`src/rtl/watch_pkg.sv`:
```
// Shared types and constants for the watch setting controller.
//   state_t : controller state, also driven out as the mode code
//   time_t  : hour/min/sec edit payload
package watch_pkg;

    localparam int unsigned HOUR_W = 5;
    localparam int unsigned MS_W   = 6;

    localparam logic [HOUR_W-1:0] HOUR_MAX = 5'd23;
    localparam logic [MS_W-1:0]   MIN_MAX  = 6'd59;

    typedef enum logic [1:0] {
        RUN   = 2'd0,
        SET_H = 2'd1,
        SET_M = 2'd2,
        SET_S = 2'd3
    } state_t;

    typedef struct packed {
        logic [HOUR_W-1:0] hour;
        logic [MS_W-1:0]   min;
        logic [MS_W-1:0]   sec;
    } time_t;

endpackage

```
`src/rtl/tick_gen.sv`:
```
// Free-running prescaler counting 0..TICK_DIV-1.
//   clk, rst : clock, async active-low reset
//   clr      : synchronous clear to 0 (takes priority over counting)
//   cnt      : prescaler value (registered)
//   tick     : decode of cnt == TICK_DIV-1 (combinational)
module tick_gen #(
    parameter  int unsigned TICK_DIV = 50000000,
    localparam int unsigned CNT_W    = $clog2(TICK_DIV)
) (
    input  logic             clk,
    input  logic             rst,
    input  logic             clr,
    output logic [CNT_W-1:0] cnt,
    output logic             tick
);

    assign tick = (cnt == CNT_W'(TICK_DIV - 1));

    // Prescaler register
    always_ff @(posedge clk or negedge rst) begin
        if (!rst) begin
            cnt <= '0;
        end else if (clr || tick) begin
            cnt <= '0;
        end else begin
            cnt <= cnt + CNT_W'(1);
        end
    end

endmodule

```
`src/rtl/watch_ctrl.sv`:
```
// Watch sequencing and time-setting controller.
//   clk, rst          : clock, async active-low reset
//   btn_mode, btn_inc : single-cycle button pulses (debounced)
//   cur_hour/min/sec  : live watch time, captured on entry to set mode
//   ci                : one-cycle seconds tick to the watch (RUN only)
//   ld                : one-cycle load strobe on commit
//   hour/min/sec_set  : edit registers, valid with ld
//   mode              : state code (0 RUN, 1 SET_H, 2 SET_M, 3 SET_S)
//   blink             : blink enable for the field being edited
module watch_ctrl
    import watch_pkg::*;
#(
    parameter int unsigned TICK_DIV = 50000000
) (
    input  logic              clk,
    input  logic              rst,
    input  logic              btn_mode,
    input  logic              btn_inc,
    input  logic [HOUR_W-1:0] cur_hour,
    input  logic [MS_W-1:0]   cur_min,
    input  logic [MS_W-1:0]   cur_sec,
    output logic              ci,
    output logic              ld,
    output logic [HOUR_W-1:0] hour_set,
    output logic [MS_W-1:0]   min_set,
    output logic [MS_W-1:0]   sec_set,
    output logic [1:0]        mode,
    output logic              blink
);

    localparam int unsigned CNT_W = $clog2(TICK_DIV);

    state_t           state, state_nx;
    time_t            edit, edit_nx;
    logic             ci_nx, ld_nx, blink_nx;
    logic             clr;
    logic [CNT_W-1:0] cnt;
    logic             tick;

    // Commit restarts the prescaler so the first second after ld is a full one
    assign clr = (state == SET_S) && btn_mode;

    tick_gen #(.TICK_DIV(TICK_DIV)) u_tick_gen (
        .clk  (clk),
        .rst  (rst),
        .clr  (clr),
        .cnt  (cnt),
        .tick (tick)
    );

    // State and output registers
    always_ff @(posedge clk or negedge rst) begin
        if (!rst) begin
            state <= RUN;
            edit  <= '0;
            ci    <= 1'b0;
            ld    <= 1'b0;
            blink <= 1'b0;
        end else begin
            state <= state_nx;
            edit  <= edit_nx;
            ci    <= ci_nx;
            ld    <= ld_nx;
            blink <= blink_nx;
        end
    end

    // Next state, edit registers and strobes; btn_mode has priority over btn_inc
    always_comb begin
        state_nx = state;
        edit_nx  = edit;
        ld_nx    = 1'b0;
        ci_nx    = tick && (state == RUN);
        blink_nx = (state != RUN) && (cnt < CNT_W'(TICK_DIV / 2));

        if (btn_mode) begin
            unique case (state)
                RUN: begin
                    state_nx     = SET_H;
                    edit_nx.hour = cur_hour;
                    edit_nx.min  = cur_min;
                    edit_nx.sec  = cur_sec;
                end
                SET_H: state_nx = SET_M;
                SET_M: state_nx = SET_S;
                SET_S: begin
                    state_nx = RUN;
                    ld_nx    = 1'b1;
                end
            endcase
        end else if (btn_inc) begin
            // >= so out-of-range captured values also wrap to 0
            unique case (state)
                RUN: ;
                SET_H: edit_nx.hour = (edit.hour >= HOUR_MAX) ? '0 : edit.hour + HOUR_W'(1);
                SET_M: edit_nx.min  = (edit.min  >= MIN_MAX)  ? '0 : edit.min  + MS_W'(1);
                SET_S: edit_nx.sec  = (edit.sec  >= MIN_MAX)  ? '0 : edit.sec  + MS_W'(1);
            endcase
        end
    end

    assign hour_set = edit.hour;
    assign min_set  = edit.min;
    assign sec_set  = edit.sec;
    assign mode     = state;

endmodule

```
`config.mk`:
```
export PLATFORM = sky130hd
export DESIGN_NAME = watch_ctrl
export DESIGN_NICKNAME = d
export VERILOG_FILES = /design/src/rtl/watch_pkg.sv /design/src/rtl/tick_gen.sv /design/src/rtl/watch_ctrl.sv
export SDC_FILE = /design/constraint.sdc
export NUM_CORES = 1
export LEC_CHECK = 0
export CORE_MARGIN = 4
export CORE_UTILIZATION = 40
export CTS_CLUSTER_SIZE = 10
export DETAILED_ROUTE_END_ITERATION = 12
export MAX_ROUTING_LAYER = met4
export PLACE_DENSITY = 0.73
export REMOVE_ABC_BUFFERS = 1
export SLEW_MARGIN = 10
export SYNTH_ARGS = -nofsm -noshare
export SYNTH_HDL_FRONTEND = slang
export SYNTH_SLANG_ARGS = --single-unit
```
`constraint.sdc`:
```
create_clock -name clk -period 2.48 [get_ports clk]
set_input_delay 0.496 -clock clk [delete_from_list [all_inputs] [get_ports clk]]
set_output_delay 0.496 -clock clk [all_outputs]
set_load 0.01 [all_outputs]
```
==> impl_results.md, run 1 <==
- Critical Path RT: 2.70 ns
- Antenna violations before repair: 0
- Sink Count: 48
- Final worst slack: 0.2832 ns
- Largest net degree at the start of global routing: 19
- Flop pwr share: 41.0%
- Die area: 7899 um2
- Setup bufs post-CTS: 0
- Post-synth EDFFs: 0
- HP Class: input pin to asynchronous set/reset pin
- DRT iter0 DRCs: 160
- Type of the worst setup path: flop to flop
- Port-buffer cells: 42
- Slew Limit Fails: 0
- Core footprint: 6350 um2
- Post_cts resized: 0
- Routed WL: 5950 um
- Synth top area share: 45.91%
- Synth unique cells: 41
- Worst Setup Start Kind: flop
- Largest family of logic cells by synthesized area: simple AND/OR/NAND/NOR gates
- Worst R2R Path Depth: 5
- Ys flop type: dfrtp_1
- Switching Share: 37.05%
- Sequential area share after synthesis: 45.91%
- Final hold viol count: 0
- Max transition margin: 53.86%
- Pint: 1.942 mW
- Antenna-violating nets left: 0
- RSZ-0062 raised after global routing: false
- First-pass GRT wire length: 9763 um
- DRC violations left: 0
- Vias in the first global route: 2165
- Leakage: 1.382 nW
- Hold_buf cts: 0
- Tmin final: 2.197 ns
- Crit path capture type: flop
- Latest clock arrival within the worst-skew pair: 0.30 ns
- Vias post-DR: 2322
- IO Pins: 43
- Cell Area, Synth: 2616 um2
- CTS Buf Count: 5
- Outcome: completed
- Gr usage total: 15.98%
- Worst Path Max Fanout: 13
- XOR/XNOR share of the synthesized area: 3.348%
- Reg clk slew, reported paths: 0.09 ns
- CTS Buffer Depth: 2
- Dpl ws: 0.1362 ns
- Root Driver: clkbuf_8
- Pwr Density: 935.1 nW/um2
- Compound-cell area share of the yosys netlist: 20.99%
- Cell taking the most area after synthesis: dfrtp_1
- Area delta synth->final: 26.11%
- Cells after Synth: 288
- Post-synthesis mux area share: 0%
- Layout Nets: 366
- Fraction of layout cells with a size suffix above 1: 7.692%
- Starting Density: 41.20%
- Comb pwr share: 39.7%
- Crit share post-route: 88.58%
- Power, Total: 3.085 mW
- Clock network power share: 19.3%
- Max Freq: 455.2 MHz
- GR Overflow Total: 0
- H-tree depth: 2
- Arrival time at the worst endpoint: 2.42 ns
- Worst-margin pin slew: 0.6921 ns
- Switch Pwr: 1.143 mW
- Yosys reg bits: 48
- Setup Skew: 0.009823 ns
- Simple-gate share of the synthesized area: 21.28%
- Commonest non-fill, non-tap cell in the layout: dfrtp_1
- Drt pass-1 iters: 4
- Commonest cells after routing, fill and taps aside: dfrtp_1 (48), clkdlybuf4s50_1 (41), a21oi_1 (33)
- DIE WIDTH: 88.88 um
- Ys async rst share: 100.0%
- Adder-Cell Fraction of Synth Area: 3.826%
- Row cnt: 29
- Area contributors post-synth: dfrtp_1 (46%), a21oi_1 (6.3%), ha_1 (3.8%)
- Final setup viols: 0
- VDD IR-drop max: 572.5 uV
- Detailed placement HPWL: 4390 um
- Syn avg cell area: 9.084 um2
- Warnings from Yosys: 0
- RD Place Congestion: 0.8742
- CTS tree: built
- Routed len/inst: 14.34 um
- MaxCap Viol Count: 0
- Chip height: 88.88 um
- Vias per cell: 5.595
- Antenna cells: 0
## area by class of cell
| type | instances | area [um2] |
|---|---|---|
| fill | 551 | 3050 |
| tap | 77 | 96.34 |
| clock inverter | 2 | 38.79 |
| clock buffer | 6 | 82.58 |
| multi-input combinational | 209 | 1308 |
| timing repair buffer | 53 | 498.0 |
| sequential | 48 | 1201 |
| inverter | 20 | 75.07 |
## stage by stage
stage	std cells	TNS (ns)	hold slack (ns)	util [%]	instance area, um2
final	415	0	0.08186	51.96	3299
after global routing	415	0	0.09124	51.96	3299
after CTS	415	0	0.08651	51.82	3291
after detailed placement	407	0	0.4245	49.91	3169
after global placement	407	0	0.4187	49.91	3169
after floorplan	277	-1.392	0.2004	-	2570
## worst paths after layout
path	startpoint	endpoint	slack, ns
worst max-delay path	u_tick_gen.cnt[0]$_DFF_PN0_	u_tick_gen.cnt[22]$_DFF_PN0_	0.28
worst min-delay path	rst	min_set[5]$_DFFE_PN0P_	0.08
worst max register to register	u_tick_gen.cnt[0]$_DFF_PN0_	u_tick_gen.cnt[22]$_DFF_PN0_	0.28
worst min register to register	u_tick_gen.cnt[0]$_DFF_PN0_	u_tick_gen.cnt[0]$_DFF_PN0_	0.48
max in group asynchronous	rst	hour_set[3]$_DFFE_PN0P_	1.84
min in group clk	u_tick_gen.cnt[0]$_DFF_PN0_	u_tick_gen.cnt[0]$_DFF_PN0_	0.48
## routing by layer
| metal | part of all wire, % | track usage, % | up-vias | wire length [um] |
|---|---|---|---|---|
| li1 | - | - | 1161 | - |
| met1 | 45 | 19.77 | 1101 | 2670 |
| met2 | 49 | 26.32 | 55 | 2892 |
| met3 | 5.7 | 3.724 | 5 | 338 |
| met4 | 0.81 | 4.121 | 0 | 48 |
| met5 | 0 | - | - | 0 |
## power groups by stage
stage | Combinational (mW) | Clock (mW) | Sequential [mW]
final | 1.23 | 0.594 | 1.27
after global routing | 1.37 | 0.647 | 1.31
after CTS | 1.23 | 0.613 | 1.26
after detailed placement | 1.23 | 0 | 1.28
after global placement | 1.20 | 0 | 1.27
after floorplan | 0.613 | 0 | 1.30
## critical path, stage by stage (launching register included)
cell and delay (ns):
dfrtp_1 0.39, ha_1 0.32, inv_1 0.09, or4_4 0.63, or4_1 0.52, a21oi_1 0.16
## synth_stat cells (3+ instances only)
library cell / number
nor3_1: 7
dfrtp_1: 48
a221oi_1: 3
and2_1: 3
nor2_1: 20
nand4_1: 7
ha_1: 8
nand3_1: 15
inv_1: 20
clkbuf_1: 7
nand2_1: 17
xnor2_1: 4
o21ai_0: 20
a21oi_1: 33
o31ai_1: 9
nor2b_1: 3
o22ai_1: 5
xor2_1: 6
or3_1: 6
nor4_1: 5
a22oi_1: 5
a21o_1: 3
and4_1: 3
or4_1: 7
## state kept, by name, summed over array words and instances (netlist names)
| register | cells |
|---|---|
| ci | 1 |
| ld | 1 |
| sec_set | 6 |
| hour_set | 5 |
| min_set | 6 |
| mode | 2 |
| u_tick_gen.cnt | 26 |
| blink | 1 |
## kinds of logic (layout without fill, tap and decap cells)
| family | after synthesis | in the layout |
|---|---|---|
| and+or+nand+nor | 102 | 102 |
| adders and majority gates | 8 | 8 |
| buffers and inverters | 31 | 81 |
| DFF | 48 | 48 |
| xor gates and xnor gates | 10 | 10 |
| AOI/OAI and AO/OA | 89 | 89 |
Power figures use the tool's default switching activity.
==> run 2: changes to the inputs <==
clock period = 2.2 ns   (was 2.48 ns; I/O delays follow)
==> run 2 against run 1 <==
Compared with the run above:
- clock skew is 0.0015 ns lower
- first-iteration DRC count is 21% lower
- design area is 0.42% lower
- utilization is 0.22 points lower
- sequential share of layout area is 0.15 points higher
- critical path type unchanged
- register-to-register slack worse by 0.09 ns
- die area stayed put
- via count is 0.34% lower
==> impl_results.md, run 2 (same netlist as run 1, synthesis figures left out) <==
- Outcome: completed
- Area delta synth->final: 25.59%
- Post-placement cell area: 3159 um2 (-0.32%)
- Antenna violations before repair: 0 (unchanged)
- Antenna cells: 0 (unchanged)
- Starting Density: 41.20% (unchanged)
- Chip height: 88.88 um (unchanged)
- Vias post-DR: 2314 (-0.34%)
- Core footprint: 6350 um2 (unchanged)
- Drt pass-1 iters: 4 (unchanged)
- H-tree depth: 2 (unchanged)
- VDD IR-drop max: 501.9 uV (-12%)
- Setup bufs post-CTS: 0 (unchanged)
- Root Driver: clkbuf_8
- IO Pins: 43 (unchanged)
- Reg clk slew, reported paths: 0.08 ns (about the same)
- Layout Nets: 363 (-0.82%)
- CTS Buf Count: 5 (unchanged)
- Vias per cell: 5.617 (+0.38%)
- Top reg by flops: u_tick_gen.cnt
- Critical Path RT: 2.41 ns (-0.29 ns)
- Commonest non-fill, non-tap cell in the layout: dfrtp_1
- HP Class: input pin to asynchronous set/reset pin
- Max Freq: 498.3 MHz (+9.5%)
- Final Core Density: 51.74% (-0.22 points)
- Pwr Density: 1064 nW/um2 (+14%)
- Row cnt: 29 (unchanged)
- DRC violations left: 0 (unchanged)
- CTS Buffer Depth: 2 (unchanged)
- Worst Path Max Fanout: 14 (+1)
- Final setup viols: 0 (unchanged)
- Power, Total: 3.497 mW (+13%)
- Sink Count: 48 (unchanged)
- Max transition margin: 65.00% (+11 points)
- Worst-margin pin slew: 0.5118 ns (-0.1803 ns)
- Finished Layout Cells: 412 (-0.72%)
- Commonest cells after routing, fill and taps aside: dfrtp_1 (48), clkdlybuf4s50_1 (41), a21oi_1 (33)
- RD Place Congestion: 0.8710 (-0.37%)
- Crit share post-route: 91.22% (+2.6 points)
- Final hold viol count: 0 (unchanged)
- RSZ-0062 raised after global routing: false
- Type of the worst setup path: flop to flop
- Routed WL: 5797 um (-2.6%)
- RR Startpoint: u_tick_gen.cnt[2]$_DFF_PN0_
- Largest net degree at the start of global routing: 49 (+30)
- First-pass GRT wire length: 9653 um (-1.1%)
- Worst Setup Start Kind: flop
- Gr usage total: 15.57% (-0.41 points)
- Hold_buf cts: 0 (unchanged)
- DRT iter0 DRCs: 127 (-21%)
- Setup Skew: 0.008300 ns (-0.001523 ns)
- Placed Instances: 404 (-0.74%)
- MaxCap Viol Count: 0 (unchanged)
- CP Launch Point: u_tick_gen.cnt[2]$_DFF_PN0_
- Arrival time at the worst endpoint: 2.22 ns (-0.20 ns)
- Crit path capture type: flop
- Final Cell Area: 3286 um2 (-0.42%)
- Latest clock arrival within the worst-skew pair: 0.29 ns (about the same)
- Detailed placement HPWL: 4245 um (-3.3%)
- DIE WIDTH: 88.88 um (unchanged)
- Port-buffer cells: 42 (unchanged)
- Routed len/inst: 14.07 um (-1.9%)
- Antenna-violating nets left: 0 (unchanged)
- Fraction of layout cells with a size suffix above 1: 6.866% (-0.83 points)
- Max reg flops: 26 (unchanged)
- Slew Limit Fails: 0 (unchanged)
- Tmin final: 2.007 ns (-0.1899 ns)
- Vias in the first global route: 2153 (-0.55%)
- CTS tree: built
- GR Overflow Total: 0 (unchanged)
- Leakage: 1.375 nW (-0.50%)
- Setup_tns: 0 ns (unchanged)
- Post_cts resized: 0 (unchanged)
- Die area: 7899 um2 (unchanged)
[run 2: changes by cell type in the layout (fill, tap and decap cells not counted)]
| cell | change |
|---|---|
| buf_12 | +1 |
| buf_4 | -4 |
| clkbuf_8 | +1 |
| clkinv_4 | -1 |
| o31ai_2 | +1 |
| o31ai_4 | -1 |
[run 2: worst max-delay path: stages, from the launching register on]
cell     delay [ns]
dfrtp_1        0.44
nand4_2        0.17
or4_4          0.65
or4_1          0.52
a21oi_1        0.15
[run 2: final timing paths]
| path | slack (ns) | end | cells past startpoint |
|---|---|---|---|
| max reg2reg | 0.19 | u_tick_gen.cnt[25]$_DFF_PN0_ | 4 |
| min | 0.12 | hour_set[0]$_DFFE_PN0P_ | 2 |
| max in group asynchronous | 1.86 | u_tick_gen.cnt[9]$_DFF_PN0_ | 2 |
| max | 0.19 | u_tick_gen.cnt[25]$_DFF_PN0_ | 4 |
| min reg2reg | 0.48 | u_tick_gen.cnt[0]$_DFF_PN0_ | 1 |
| min in group clk | 0.48 | u_tick_gen.cnt[0]$_DFF_PN0_ | 1 |
[run 2: cell type report]
cell class / instances / area, um2
multi-input cells: 209 / 1299
repair buffers: 50 / 488.0
clock inverters: 1 / 30.03
fillers: 556 / 3064
clock buffers: 7 / 96.34
inverters: 20 / 75.07
flip-flops and latches: 48 / 1201
well taps: 77 / 96.34
[run 2: per-stage QoR]
step                hold slack (ns)  setup slack [ns]
finish                       0.1212            0.1931
global route                 0.1352           0.05051
CTS                          0.1314            0.1948
detailed placement           0.4459            0.2118
global placement             0.4439            0.2324
floorplan                    0.1444           -0.3632
[run 2: layer usage]
layer	track usage (%)	vias up	wire length [um]
li1	-	1160	-
met4	5.082	0	57
met2	24.22	64	2673
met5	-	-	0
met1	20.62	1082	2711
met3	2.700	8	355
[run 2: report_power, final]
part / leakage [nW] / internal (mW) / switching [mW]
combinational: 0.689 / 0.709 / 0.688
sequential: 0.622 / 1.13 / 0.293
clock: 0.0645 / 0.401 / 0.280
